==> src/rtl/pipe_pkg.sv <==
// Shared types and constants for the pipeline hazard/forwarding controller.
package pipe_pkg;

    // Branch-control FSM states
    typedef enum logic [1:0] {
        RUN     = 2'd0,
        BR_WAIT = 2'd1,
        FLUSH   = 2'd2
    } br_state_e;

    // Storage width for register addresses in the tracker.
    // Narrower register files are zero-extended into this field.
    localparam int unsigned TRK_ADDR_W = 8;

    // Forward select value meaning "take operand from regfile / ID_EX"
    localparam int unsigned FWD_SEL_NONE = 0;

    // One in-flight instruction in the scoreboard; rs fields only matter in EX
    typedef struct packed {
        logic                  valid;
        logic                  wr_en;
        logic [TRK_ADDR_W-1:0] wr_addr;
        logic                  is_load;
        logic [TRK_ADDR_W-1:0] rs1;
        logic [TRK_ADDR_W-1:0] rs2;
        logic                  rs1_used;
        logic                  rs2_used;
    } trk_entry_t;

endpackage

==> src/rtl/pipe_hazard_ctrl_tracker.sv <==
// Per-stage scoreboard of in-flight register writers with load-use
// detection and EX-stage forward selection.
module hazard_tracker
    import pipe_pkg::*;
#(
    parameter int unsigned REG_ADDR_W = 3,
    parameter int unsigned FWD_STAGES = 2,
    parameter int unsigned LOAD_LAT   = 1,
    parameter int unsigned ZERO_REG   = 1,
    parameter int unsigned SEL_W      = 2
) (
    input  logic                  clk,
    input  logic                  rst_n,
    input  logic                  i_id_valid,
    input  logic [REG_ADDR_W-1:0] i_id_rs1,
    input  logic [REG_ADDR_W-1:0] i_id_rs2,
    input  logic                  i_id_rs1_used,
    input  logic                  i_id_rs2_used,
    input  logic                  i_id_wr_en,
    input  logic [REG_ADDR_W-1:0] i_id_wr_addr,
    input  logic                  i_id_is_load,
    input  logic                  i_bubble,
    output logic                  o_load_use,
    output logic [SEL_W-1:0]      o_fwd_sel_1,
    output logic [SEL_W-1:0]      o_fwd_sel_2
);

    trk_entry_t                r_trk [0:FWD_STAGES];
    trk_entry_t                w_new;
    logic [TRK_ADDR_W-1:0]     w_id_rs1;
    logic [TRK_ADDR_W-1:0]     w_id_rs2;

    assign w_id_rs1 = TRK_ADDR_W'(i_id_rs1);
    assign w_id_rs2 = TRK_ADDR_W'(i_id_rs2);

    // Entry e writes register r (r0 never matches when hardwired)
    function automatic logic f_match(input trk_entry_t e, input logic [TRK_ADDR_W-1:0] r);
        return e.valid && e.wr_en && (e.wr_addr == r) && !((ZERO_REG != 0) && (r == '0));
    endfunction

    // Build the incoming EX entry; bubbles and idle ID become all-zero entries
    always_comb begin
        w_new = '0;
        if (i_id_valid && !i_bubble) begin
            w_new.valid    = 1'b1;
            w_new.wr_en    = i_id_wr_en;
            w_new.wr_addr  = TRK_ADDR_W'(i_id_wr_addr);
            w_new.is_load  = i_id_is_load;
            w_new.rs1      = w_id_rs1;
            w_new.rs2      = w_id_rs2;
            w_new.rs1_used = i_id_rs1_used;
            w_new.rs2_used = i_id_rs2_used;
        end
    end

    // Shift register: the back end always advances, oldest entry drops off
    always_ff @(posedge clk or negedge rst_n) begin
        if (!rst_n) begin
            for (int unsigned k = 0; k <= FWD_STAGES; k++) begin
                r_trk[k] <= '0;
            end
        end else begin
            for (int unsigned k = FWD_STAGES; k >= 1; k--) begin
                r_trk[k] <= r_trk[k-1];
            end
            r_trk[0] <= w_new;
        end
    end

    // Load-use: an ID source needs a load whose data is not yet forwardable
    always_comb begin
        o_load_use = 1'b0;
        for (int unsigned j = 0; j < LOAD_LAT; j++) begin
            if (r_trk[j].is_load &&
                ((i_id_rs1_used && f_match(r_trk[j], w_id_rs1)) ||
                 (i_id_rs2_used && f_match(r_trk[j], w_id_rs2)))) begin
                o_load_use = 1'b1;
            end
        end
        o_load_use = o_load_use && i_id_valid;
    end

    // Forward selects for the EX instruction; scanning oldest-first lets the
    // youngest matching producer overwrite older ones
    always_comb begin
        o_fwd_sel_1 = SEL_W'(FWD_SEL_NONE);
        o_fwd_sel_2 = SEL_W'(FWD_SEL_NONE);
        for (int unsigned k = FWD_STAGES; k >= 1; k--) begin
            if (r_trk[0].rs1_used && f_match(r_trk[k], r_trk[0].rs1)) begin
                o_fwd_sel_1 = SEL_W'(k);
            end
            if (r_trk[0].rs2_used && f_match(r_trk[k], r_trk[0].rs2)) begin
                o_fwd_sel_2 = SEL_W'(k);
            end
        end
    end

endmodule

==> src/rtl/pipe_hazard_ctrl.sv <==
// Hazard, forwarding and branch-control unit: scoreboard, branch FSM and
// saturating stall-cycle counter.
module pipe_hazard_ctrl
    import pipe_pkg::*;
#(
    parameter int unsigned REG_ADDR_W = 3,
    parameter int unsigned FWD_STAGES = 2,
    parameter int unsigned LOAD_LAT   = 1,
    parameter int unsigned ZERO_REG   = 1,
    parameter int unsigned CNT_W      = 16,
    localparam int unsigned SEL_W     = $clog2(FWD_STAGES + 1)
) (
    input  logic                  clk,
    input  logic                  reset,
    input  logic                  id_valid,
    input  logic [REG_ADDR_W-1:0] id_rs1,
    input  logic [REG_ADDR_W-1:0] id_rs2,
    input  logic                  id_rs1_used,
    input  logic                  id_rs2_used,
    input  logic                  id_wr_en,
    input  logic [REG_ADDR_W-1:0] id_wr_addr,
    input  logic                  id_is_load,
    input  logic                  id_is_branch,
    input  logic                  br_resolve_valid,
    input  logic                  br_taken,
    output logic                  stall_if,
    output logic                  stall_id,
    output logic                  bubble_ex,
    output logic                  flush_if_id,
    output logic [SEL_W-1:0]      fwd_sel_1,
    output logic [SEL_W-1:0]      fwd_sel_2,
    output logic                  br_busy,
    output logic [CNT_W-1:0]      stall_cnt
);

    br_state_e        r_state;
    br_state_e        w_state_nxt;
    logic             w_load_use;
    logic [CNT_W-1:0] r_stall_cnt;

    hazard_tracker #(
        .REG_ADDR_W (REG_ADDR_W),
        .FWD_STAGES (FWD_STAGES),
        .LOAD_LAT   (LOAD_LAT),
        .ZERO_REG   (ZERO_REG),
        .SEL_W      (SEL_W)
    ) u_tracker (
        .clk           (clk),
        .rst_n         (reset),
        .i_id_valid    (id_valid),
        .i_id_rs1      (id_rs1),
        .i_id_rs2      (id_rs2),
        .i_id_rs1_used (id_rs1_used),
        .i_id_rs2_used (id_rs2_used),
        .i_id_wr_en    (id_wr_en),
        .i_id_wr_addr  (id_wr_addr),
        .i_id_is_load  (id_is_load),
        .i_bubble      (bubble_ex),
        .o_load_use    (w_load_use),
        .o_fwd_sel_1   (fwd_sel_1),
        .o_fwd_sel_2   (fwd_sel_2)
    );

    // Branch FSM state register
    always_ff @(posedge clk or negedge reset) begin
        if (!reset) begin
            r_state <= RUN;
        end else begin
            r_state <= w_state_nxt;
        end
    end

    // Branch FSM next state and pipeline control outputs
    always_comb begin
        w_state_nxt = r_state;
        stall_if    = w_load_use;
        stall_id    = w_load_use;
        bubble_ex   = w_load_use;
        flush_if_id = 1'b0;
        br_busy     = (r_state != RUN);
        unique case (r_state)
            RUN: begin
                if (id_valid && id_is_branch && !w_load_use) begin
                    w_state_nxt = BR_WAIT;
                end
            end
            BR_WAIT: begin
                stall_if = 1'b1;
                if (br_resolve_valid) begin
                    if (br_taken) begin
                        flush_if_id = 1'b1;
                        w_state_nxt = FLUSH;
                    end else begin
                        w_state_nxt = RUN;
                    end
                end
            end
            FLUSH: begin
                bubble_ex   = 1'b1;
                flush_if_id = 1'b1;
                w_state_nxt = RUN;
            end
            default: begin
                w_state_nxt = RUN;
            end
        endcase
    end

    // Saturating count of cycles with the PC held
    always_ff @(posedge clk or negedge reset) begin
        if (!reset) begin
            r_stall_cnt <= '0;
        end else if (stall_if && (r_stall_cnt != '1)) begin
            r_stall_cnt <= r_stall_cnt + CNT_W'(1);
        end
    end

    assign stall_cnt = r_stall_cnt;

endmodule

==> config.mk <==
export PLATFORM = sky130hd
export DESIGN_NAME = pipe_hazard_ctrl
export DESIGN_NICKNAME = d
export VERILOG_FILES = /design/src/rtl/pipe_pkg.sv /design/src/rtl/pipe_hazard_ctrl_tracker.sv /design/src/rtl/pipe_hazard_ctrl.sv
export SDC_FILE = /design/constraint.sdc
export NUM_CORES = 1
export LEC_CHECK = 0
export CAP_MARGIN = 20
export CORE_MARGIN = 2
export CORE_UTILIZATION = 55
export DETAILED_ROUTE_END_ITERATION = 10
export DONT_BUFFER_PORTS = 1
export PLACE_DENSITY = 0.7
export SETUP_SLACK_MARGIN = 0.3
export SYNTH_ARGS = -nofsm -noshare
export SYNTH_HDL_FRONTEND = slang
export SYNTH_SLANG_ARGS = --single-unit
==> constraint.sdc <==
create_clock -name clk -period 6.8 [get_ports clk]
set_clock_uncertainty 0.05 [all_clocks]
set_input_delay 1.36 -clock clk [delete_from_list [all_inputs] [get_ports clk]]
set_output_delay 1.36 -clock clk [all_outputs]
set_load 0.1 [all_outputs]
## Word-level counts from Yosys, hierarchy flattened

Cells that the tools add are included.

- Memory bits (read-only): 0
- Output and inout bits: 25
- Register bits: 67
- Bits in writable memories: 0
- Latch bits: 0
- Memories: 0

- Div/mod/pow operators: 0
- Multipliers: 0
- Bitwise gates (word level): 0
- Eq/ne operators: 11
- Reductions and logical operators: 41
- Add/subtract/negate cells: 1
- Shifts and indexed selects: 0
- Magnitude comparators: 0
- Multiplexer cells: 15

Operator list:

| cell | number |
|---|---|
| $eq 8x8->1 | 4 |
| $logic_not 8->1 | 4 |
| $mux 29 | 1 |
| $logic_and 1x1->1 | 27 |
| $add 16x1->16 const B | 1 |
| $eq 8x3->1 | 2 |
| $ne 16x16->1 const B | 1 |
| $mux 2 | 7 |
| $logic_not 1->1 | 6 |
| $mux 1 | 5 |
| $ne 2x2->1 const B | 2 |
| $pmux 2 s2 | 1 |
| $eq 2x1->1 const B | 1 |
| $eq 2x2->1 const B | 1 |
| $logic_not 2->1 | 1 |
| $pmux 1 s2 | 1 |
| $reduce_and 2->1 | 1 |
| $reduce_bool 2->1 | 1 |
| $logic_or 1x1->1 | 1 |

## Depth between registers and ports, before layout

Gate-level depths: netlist (run 1).

- Depth in word-level cells: 12
- Gate-level depth with buffers: 8
- Mapped depth without buffers: 7

## Modules after synthesis

Synthesis (run 1) repeated with hierarchy kept, for this count alone.

- Cell total of the unflattened synthesis: 173
- Area total of the unflattened synthesis: 1956.9 um^2

Modules (own cells, without submodules):

| module | area an instance (um^2) | instances | seq. area each (um^2) | cells each |
|---|---|---|---|---|
| pipe_hazard_ctrl | 982.2 | 1 | 450.4 | 92 |
| hazard_tracker | 974.7 | 1 | 600.6 | 81 |

## Worst setup path before layout (run 1)

OpenSTA, ideal clock, no wires.

- Path kind: register -> output
- Start: register u_tracker.r_trk[50] in the netlist's numbering
- End: output fwd_sel_2[1]
- Required time: 5.390 ns
- Cell stages (with the launch flop): 8
- Path slack: 0.850 ns
- Arrival: 4.540 ns
- Cells stage by stage: dfrtp_1 -> clkbuf_1 -> nor3b_1 -> a21oi_1 -> nor3_1 -> a31oi_1 -> nor3_1 -> nor3_1

- Longest elaborated chain between the ends: 5

RTL lines:

| element | RTL line | text |
|---|---|---|
| from (decl) | pipe_hazard_ctrl_tracker.sv:28 | `trk_entry_t r_trk [0:FWD_STAGES];` |
| from (signal, indexed assignment) | pipe_hazard_ctrl_tracker.sv:64 | `r_trk[k] <= r_trk[k-1];` |
| $eq 8x8->1 | pipe_hazard_ctrl_tracker.sv:38 | `return e.valid && e.wr_en && (e.wr_addr == r) && !((ZERO_REG != 0) && (r == '0));` |
| $logic_and 1x1->1 (2 in a row) | pipe_hazard_ctrl_tracker.sv:38 |  |
| $logic_and 1x1->1 | pipe_hazard_ctrl_tracker.sv:92 | `if (r_trk[0].rs2_used && f_match(r_trk[k], r_trk[0].rs2)) begin` |
| $mux 2 | pipe_hazard_ctrl_tracker.sv:92 |  |
| to (decl) | pipe_hazard_ctrl.sv:31 | `output logic [SEL_W-1:0] fwd_sel_2,` |

Every way passes these cells.

## Final worst setup path (run 1)

- Start: input id_rs1[2]
- End: output stall_if

- Longest elaborated chain between the ends: 9
- Elaborated cells on any way between the ends: 11
- Classes of those cells: eq/ne: 1; mux: 2; reduce/logical: 8

RTL lines:

| element | RTL line | text |
|---|---|---|
| from (decl) | pipe_hazard_ctrl.sv:16 | `input logic [REG_ADDR_W-1:0] id_rs1,` |
| $eq 8x3->1 / $logic_not 8->1 (equally long branches) | pipe_hazard_ctrl_tracker.sv:38 |  |
| $logic_and 1x1->1 / $logic_not 1->1 (equally long branches) | pipe_hazard_ctrl_tracker.sv:38 |  |
| $logic_and 1x1->1 (*) | pipe_hazard_ctrl_tracker.sv:38 |  |
| $logic_and 1x1->1 (*) | pipe_hazard_ctrl_tracker.sv:75 | `((i_id_rs1_used && f_match(r_trk[j], w_id_rs1)) \|\|` |
| $logic_or 1x1->1 (*) | pipe_hazard_ctrl_tracker.sv:75 |  |
| $logic_and 1x1->1 (*) | pipe_hazard_ctrl_tracker.sv:74 | `if (r_trk[j].is_load &&` |
| $mux 1 (*) | pipe_hazard_ctrl_tracker.sv:74 |  |
| $logic_and 1x1->1 (*) | pipe_hazard_ctrl_tracker.sv:80 | `o_load_use = o_load_use && i_id_valid;` |
| $mux 1 (*) | pipe_hazard_ctrl.sv:81 | `unique case (r_state)` |
| to (decl) | pipe_hazard_ctrl.sv:26 | `output logic stall_if,` |

Mark *: on every way between the ends. The rest lies on a longest branch, timed or not.

==> flow_summary.rst, run 1 <==
.. list-table::
   :header-rows: 1

   * - Metric
     - Value
   * - Antenna diode count
     - 0
   * - Portion of total power attributed to combinational logic
     - 26.3%
   * - Switching share of total power
     - 48.2%
   * - Clock buffers created by TritonCTS
     - 5
   * - Post-Place Cells
     - 238
   * - Synthesized instance count
     - 193
   * - Sequential standard cell area
     - 0.00105 mm2
   * - Setup-violating endpoint count in the final report
     - 0
   * - Summed instance area of the synthesized netlist
     - 0.00206 mm2
   * - Critical path peak fanout
     - 19
   * - Count of pins over their slew limit
     - 0
   * - Leakage
     - 0.944 nW
   * - Cell type of the slowest stage on the worst timing path
     - or2_2
   * - Yosys warnings
     - 0
   * - Total via count after detailed routing
     - 1405
   * - Number of flops mapped to enable cells by yosys
     - 0
   * - Clock network fraction of total power
     - 18.6%
   * - Initial standard-cell utilization of the core
     - 56.7%
   * - Count of pins on the block boundary
     - 44
   * - Root Buffer
     - clkbuf_8
   * - Final WS setup
     - 1940 ps
   * - Switching power of the nets
     - 0.411 mW
   * - Shortest period the worst path allows
     - 4860 ps
   * - Slowest stage delay, CP
     - 540 ps
   * - Top delay family on crit path
     - simple AND/OR/NAND/NOR gates
   * - Measured slew at the worst slew-check pin
     - 1160 ps
   * - Total number of H-tree levels
     - 2
   * - IR Drop Worst-Case VDD
     - 0.232 mV
   * - Source-to-sink clock delay at the later pin of the worst-skew pair
     - 290 ps
   * - Worst Path Class, Setup
     - in2out
   * - Wire length of the first global-routing pass
     - 6.36 mm
   * - Crit path buf inv count
     - 1
   * - Most used DFF post-synth
     - dfrtp_1
   * - Count of filler cells inserted in the layout
     - 309
   * - Flop pwr share
     - 55.1%
   * - Vert. Die Dim
     - 65.2 um
   * - Port buffer count
     - 0
   * - First-pass iteration count of the detailed router
     - 6
   * - Sequential share of the synthesized area
     - 51.0%
   * - Max Clk Rate
     - 206 MHz
   * - Worst Path Required
     - 5390 ps
   * - Share of the clock period used by the worst path after layout
     - 71.5%
   * - First element of the critical path
     - id_rs1[2]
   * - Max-cap viol count
     - 0
   * - Area enclosed by the die boundary
     - 0.00425 mm2
   * - Cell types with the largest area share after synthesis
     - dfrtp_1, xnor2_1, and2_1, nand3_1, o2111ai_1
   * - Cell-internal power
     - 0.442 mW
   * - Count of different cell masters after synthesis
     - 37
   * - Cell occurring most often along the worst timing path
     - a211o_1
   * - Global-route total usage across every layer
     - 19.7%
   * - Number of global-route vias before repair
     - 1381
   * - Status
     - completed
   * - Ratio of cells with drive above 1 in the final layout
     - 12.1%
   * - Antenna violations before repair
     - 0
   * - Hold violation total from the final report
     - 0
   * - Synthesis-to-finish area growth
     - 10.7%
   * - Clock-pin slew of the registers on the worst-case setup and hold paths
     - 70 ps
   * - Average size of a mapped cell
     - 10.7 um2
   * - Clock Sinks
     - 42
   * - Non-filler instance count after layout
     - 246
   * - Grt total ovfl
     - 0
   * - Gates resized, CTS repair
     - 0
   * - Die extent in x
     - 65.2 um
   * - Critical path capture point type
     - output pin
   * - Share of synthesized flip-flops with an asynchronous set or reset
     - 100%
   * - 1st-iter DRT viols
     - 49
   * - Row Count
     - 22
   * - Largest net degree at the start of global routing
     - 43
   * - Final RePlAce weighted congestion
     - 0.826
   * - Hold Path Class
     - reg2reg
   * - Detail Placement HPWL
     - 2.73 mm
   * - Total nets after synthesis
     - 216
   * - Critical register-to-register path startpoint
     - stall_cnt[0]
   * - Type of origin of the critical path
     - input port
   * - Avg Vias per Cell
     - 5.71
   * - Nets
     - 220
   * - Worst Min Path Start
     - u_tracker.r_trk[85]
   * - Total area of multi-input combinational cells
     - 966 um2
   * - Hold buffer count at cts
     - 0
   * - Maximum number of buffers from clock root to sink
     - 2
   * - Drc violations
     - 0
   * - Normalized max-slew margin
     - 22.4%
   * - Cell breakdown of the critical path
     - or3b_1 -> a211o_1 -> a211o_1 -> a21oi_4 -> buf_4 -> or2_2
   * - Areal power density over the cells
     - 374 mW/mm2
   * - TritonCTS clock tree
     - yes
   * - Number of nets with antenna violations after detailed routing
     - 0
   * - Final Util
     - 62.8%
   * - Post-placement worst setup slack
     - 1950 ps
   * - Arrival time worst endpoint
     - 3450 ps
   * - Unrepaired setup endpoints after global routing
     - false
   * - Aggregate routed wire length
     - 3.60 mm
   * - Mean routed wirelength per cell
     - 14.6 um
   * - Number of register bits inferred by synthesis
     - 42
   * - Setup TNS
     - 0 ps
   * - Area share of the leading cell type in the synthesized netlist
     - 51.0%
   * - Most area-hungry cell type in the Yosys netlist
     - dfrtp_1
   * - Buffers inserted during post-CTS setup optimization
     - 0
   * - Core box area
     - 0.00363 mm2
==> final cells by class <==
type | count | share of cell area [%]
clock inverters | 1 | 0.219
clock buffers | 7 | 3.78
multi-input cells | 138 | 42.3
inverters | 5 | 0.822
flip-flops and latches | 42 | 46.1
well taps | 48 | 2.63
repair buffers | 5 | 4.17
==> synthesized netlist by cell type (3+ instances only) <==
library cell / count
ha_1: 4
nor3_1: 8
nand4_1: 3
dfrtp_1: 42
inv_1: 5
clkbuf_1: 4
xor2_1: 3
and3_1: 5
nand2_1: 12
o211ai_1: 6
and2_1: 14
a31oi_1: 3
a21oi_1: 8
o2111ai_1: 6
or3_1: 3
xnor2_1: 23
nor2_1: 7
nand3_1: 11
==> worst paths after layout <==
| check | end | slack [ps] | cells after the start |
|---|---|---|---|
| max reg2reg | stall_cnt[1] | 3800 | 7 |
| min | u_tracker.r_trk[56] | 350 | 0 |
| min in group asynchronous | stall_cnt[14] | 710 | 0 |
| max in group asynchronous | u_tracker.r_trk[85] | 5910 | 0 |
| max | stall_if | 1940 | 6 |
| min reg2reg | u_tracker.r_trk[56] | 350 | 0 |
==> cells by family after synthesis <==
family	Yosys count	synth area share [%]
multiplexers	2	1.27
XOR/XNOR	26	11.1
adder cells (fa/ha/maj)	4	2.43
flip-flops	42	51.0
AO/OA/AOI/OAI	34	12.3
buffers and inverters	13	3.22
AND/OR/NAND/NOR	72	18.8
==> state kept, by name, indices dropped and copies added, names as in the netlist <==
name / flops
r_state: 2
stall_cnt: 16
u_tracker.r_trk: 24
==> cells in the final DEF (no fill, tap or decap), types with 2 or more instances in the layout <==
master and n:
a211o_1 2, o2111ai_1 6, dfrtp_1 42, and3_1 5, nor3_2 3, nand4_1 3, buf_4 2, nor2_1 7
or2_2 2, buf_16 2, o21ai_0 2, a31oi_1 3, or3_1 3, nor3_1 5, clkbuf_8 6, xor2_1 3
o211ai_1 6, nor3b_1 2, inv_1 5, nand3_1 11, and2_1 14, nand2_1 12, nor2b_1 2, a21oi_1 7
ha_1 4, xnor2_1 23
==> power groups by stage <==
| stage | Sequential (mW) | Clock (mW) | Combinational, mW |
|---|---|---|---|
| 3_5_place_dp | 0.476 | 0 | 0.225 |
| 6_report | 0.470 | 0.159 | 0.225 |
| 4_1_cts | 0.471 | 0.167 | 0.226 |
| 5_1_grt | 0.477 | 0.180 | 0.244 |
| 3_3_place_gp | 0.472 | 0 | 0.218 |
| 2_1_floorplan | 0.459 | 0 | 0.210 |
==> per-stage QoR <==
| stage | power (mW) | hold WS, ps | area [um2] |
|---|---|---|---|
| finish | 0.853 | 350 | 2280 |
| global route | 0.902 | 377 | 2280 |
| CTS | 0.864 | 353 | 2280 |
| detailed placement | 0.701 | 338 | 2190 |
| global placement | 0.690 | 335 | 2190 |
| floorplan | 0.669 | 302 | 2060 |
==> routing by layer <==
metal / share of wire, % / GRT usage [%] / up-vias / wire length, um
met5: 0 / 0 / - / 0
met1: 46 / 25.9 / 681 / 1650
met2: 47 / 29.8 / 38 / 1680
met3: 6.3 / 6.85 / 5 / 226
li1: - / - / 681 / -
met4: 1.0 / 7.81 / 0 / 37
No activity file was read; power rests on OpenSTA's default activity.
==> run 2: changes to the inputs <==
ABC_AREA = 1   (was default)
clock period = 4.57 ns   (was 6.8 ns; I/O delays follow)
==> flow_summary.rst, run 2 <==
.. list-table::
   :header-rows: 1

   * - Metric
     - Value
   * - Areal power density over the cells
     - 548 mW/mm2 (+47%)
   * - Antenna violations before repair
     - 0 (unchanged)
   * - Count of filler cells inserted in the layout
     - 349 (+13%)
   * - Type of origin of the critical path
     - flop
   * - Portion of netlist area occupied by mux cells
     - 0% (-1.3 points)
   * - Status
     - completed
   * - Cell breakdown of the critical path
     - nor3_1 -> nor4b_4 -> buf_4 -> nor2_2
   * - Area enclosed by the die boundary
     - 0.00449 mm2 (+5.6%)
   * - Final RePlAce weighted congestion
     - 0.839 (+1.6%)
   * - Worst Path Class, Setup
     - reg2out
   * - Final WS setup
     - 1330 ps (-612 ps)
   * - Global-route total usage across every layer
     - 21.4% (+1.7 points)
   * - Detail Placement HPWL
     - 2.97 mm (+8.9%)
   * - Critical path peak fanout
     - 3 (-16)
   * - Summed instance area of the synthesized netlist
     - 0.00218 mm2 (+6.0%)
   * - Largest net degree at the start of global routing
     - 43 (unchanged)
   * - Leading post-synthesis cells by instance count
     - nand2_1, dfrtp_1, inv_1, nor2_1, xnor2_1
   * - Row Count
     - 22 (unchanged)
   * - Worst Path Required
     - 3610 ps (-1780 ps)
   * - Cell type of the slowest stage on the worst timing path
     - nor2_2
   * - Drc violations
     - 0 (unchanged)
   * - Area share of the leading cell type in the synthesized netlist
     - 48.1% (-2.9 points)
   * - Complex-gate fraction of the synthesized area
     - 2.92% (-9.3 points)
   * - Flip-flop count of the largest register, all copies and words added
     - 24 (unchanged)
   * - Ratio of cells with drive above 1 in the final layout
     - 12.3% (+0.20 points)
   * - Hold Path Class
     - in2async
   * - Total via count after detailed routing
     - 1650 (+17%)
   * - Count of pins over their slew limit
     - 0 (unchanged)
   * - Cell types with the largest area share after synthesis
     - dfrtp_1, nand2_1, inv_1, xnor2_1, nor2_1
   * - Number of nets with antenna violations after detailed routing
     - 0 (unchanged)
   * - Most used DFF post-synth
     - dfrtp_1
   * - Count of pins on the block boundary
     - 44 (unchanged)
   * - Gates resized, CTS repair
     - 0 (unchanged)
   * - Final Util
     - 65.8% (+3.0 points)
   * - First-pass iteration count of the detailed router
     - 4 (-2)
   * - Adder and majority gate portion of the synthesized area
     - 2.29% (-0.14 points)
   * - Total nets after synthesis
     - 292 (+35%)
   * - Hold buffer count at cts
     - 0 (unchanged)
   * - Nets
     - 306 (+39%)
   * - Grt total ovfl
     - 0 (unchanged)
   * - Most area-hungry cell type in the Yosys netlist
     - dfrtp_1
   * - Core box area
     - 0.00374 mm2 (+3.0%)
   * - Post-synthesis share of cell area spent on xor and xnor gates
     - 8.82% (-2.2 points)
   * - Number of register bits inferred by synthesis
     - 42 (unchanged)
   * - Hold violation total from the final report
     - 0 (unchanged)
   * - Sequential share of the synthesized area
     - 48.1% (-2.9 points)
   * - Aggregate routed wire length
     - 4.07 mm (+13%)
   * - Normalized max-slew margin
     - 29.6% (+7.1 points)
   * - Register name with the most flops
     - u_tracker.r_trk
   * - Shortest period the worst path allows
     - 3240 ps
   * - Clock Sinks
     - 42 (unchanged)
   * - Crit path buf inv count
     - 1 (unchanged)
   * - Source-to-sink clock delay at the later pin of the worst-skew pair
     - 290 ps (about the same)
   * - Max Clk Rate
     - 308 MHz
   * - Synthesized instance count
     - 269 (+39%)
   * - Arrival time worst endpoint
     - 2280 ps (-1170 ps)
   * - Post-layout power
     - 1.35 mW (+58%)
   * - Setup-violating endpoint count in the final report
     - 0 (unchanged)
   * - Wire length of the first global-routing pass
     - 7.17 mm (+13%)
   * - Largest family of logic cells by synthesized area
     - simple AND/OR/NAND/NOR gates
   * - Clock buffers created by TritonCTS
     - 5 (unchanged)
   * - Die extent in x
     - 67.0 um (+2.8%)
   * - Vert. Die Dim
     - 67.0 um (+2.8%)
   * - Total number of H-tree levels
     - 2 (unchanged)
   * - Port buffer count
     - 0 (unchanged)
   * - IR Drop Worst-Case VDD
     - 0.559 mV (+140%)
   * - Slowest stage delay, CP
     - 830 ps (+290 ps)
   * - Count of different cell masters after synthesis
     - 28 (-24%)
   * - Most common library cell in the layout ignoring fill and taps
     - nand2_1
   * - Most frequent cell after synthesis
     - nand2_1
   * - Number of flops mapped to enable cells by yosys
     - 0 (unchanged)
   * - Clock-pin slew of the registers on the worst-case setup and hold paths
     - 80 ps (about the same)
   * - Critical path capture point type
     - output pin
   * - Yosys warnings
     - 0 (unchanged)
   * - Top delay family on crit path
     - simple AND/OR/NAND/NOR gates
   * - 1st-iter DRT viols
     - 91 (+86%)
   * - Leakage
     - 1.28 nW (+35%)
   * - Antenna diode count
     - 0 (unchanged)
   * - Measured slew at the worst slew-check pin
     - 1060 ps (-102 ps)
   * - Setup TNS
     - 0 ps (unchanged)
   * - Maximum number of buffers from clock root to sink
     - 2 (unchanged)
   * - Post-placement worst setup slack
     - 1370 ps (-580 ps)
   * - Root Buffer
     - clkbuf_8
   * - Average size of a mapped cell
     - 8.12 um2 (-24%)
   * - Unrepaired setup endpoints after global routing
     - false
   * - TritonCTS clock tree
     - yes
   * - Buffers inserted during post-CTS setup optimization
     - 0 (unchanged)
   * - Share of the clock period used by the worst path after layout
     - 71.0%
   * - Avg Vias per Cell
     - 4.97 (-13%)
   * - Max-cap viol count
     - 0 (unchanged)
   * - Commonest cells after routing, fill and taps aside
     - nand2_1, dfrtp_1, inv_1
   * - Synthesis-to-finish area growth
     - 12.8%
   * - Share of synthesized flip-flops with an asynchronous set or reset
     - 100% (unchanged)
   * - Number of global-route vias before repair
     - 1613 (+17%)
   * - Simple logic cell fraction of the synthesized area
     - 29.2% (+10 points)
   * - Mean routed wirelength per cell
     - 12.3 um (-16%)
   * - Initial standard-cell utilization of the core
     - 58.4% (+1.6 points)
run 2: cell types whose count changed after synthesis, sizes merged, moves of 8 or more:
cell,delta
nand2,+75
inv,+35
nor2,+23
and2,-14
a21oi,-8
xnor2,-8
run 2: worst reg2reg max path, cell delays in order, from the launching register on:
cell	delay (ps)
dfrtp_1	410
inv_1	70
nand2_1	60
nand2_1	50
nor2_1	90
nand3_1	80
nand2_1	70
nand2_1	110
nand2_1	730
nand2_2	470
inv_2	350
nand2_1	90
nand2_1	70
run 2: logic make-up (layout without fill, tap and decap cells):
kind of cell    after synthesis  count (layout)
simple gates                146             146
buf+inv                      44              59
flops                        42              42
xor+xnor                     22              22
compound gates               11              11
fa+ha+maj                     4               4
run 2: worst paths after layout:
check / slack [ps] / cells past startpoint / startpoint / end
setup / recovery: 1330 / 4 / u_tracker.r_trk[60] / fwd_sel_2[1]
hold / removal: 250 / 0 / reset / u_tracker.r_trk[21]
setup reg to reg: 1830 / 12 / u_tracker.r_trk[77] / stall_cnt[12]
hold reg to reg: 330 / 0 / u_tracker.r_trk[57] / u_tracker.r_trk[28]
max in group asynchronous: 4130 / 0 / reset / stall_cnt[11]
min in group clk: 330 / 0 / u_tracker.r_trk[57] / u_tracker.r_trk[28]
run 2: per-stage QoR:
| step | hold slack, ps | instances | cell area [um2] |
|---|---|---|---|
| 2_1_floorplan | 304 | 269 | 2210 |
| 3_3_place_gp | 309 | 324 | 2330 |
| 3_5_place_dp | 314 | 324 | 2330 |
| 4_1_cts | 242 | 332 | 2460 |
| 5_1_grt | 232 | 332 | 2460 |
| 6_report | 254 | 332 | 2460 |
run 2: layout make-up:
class,count,area [um2],area share (%)
Clock buffer,5,68.8,2.79
Clock inverter,3,68.8,2.79
Inverter,40,150,6.09
Multi-Input combinational cell,183,983,39.9
Sequential cell,42,1050,42.6
Tap cell,48,60.1,2.44
Timing Repair Buffer,11,82.6,3.35
run 2: power by group:
group / internal, mW / switching [mW] / leakage, nW
Combinational: 0.106 / 0.407 / 0.658
Clock: 0.219 / 0.130 / 0.0683
Sequential: 0.423 / 0.0669 / 0.551
run 2: layer usage:
| layer | vias to the layer above | global-route usage, % | part of all wire (%) |
|---|---|---|---|
| met5 | - | 0 | 0 |
| met1 | 736 | 27.6 | 47 |
| li1 | 853 | - | - |
| met2 | 54 | 34.7 | 46 |
| met3 | 7 | 5.57 | 6.1 |
| met4 | 0 | 7.65 | 1.5 |
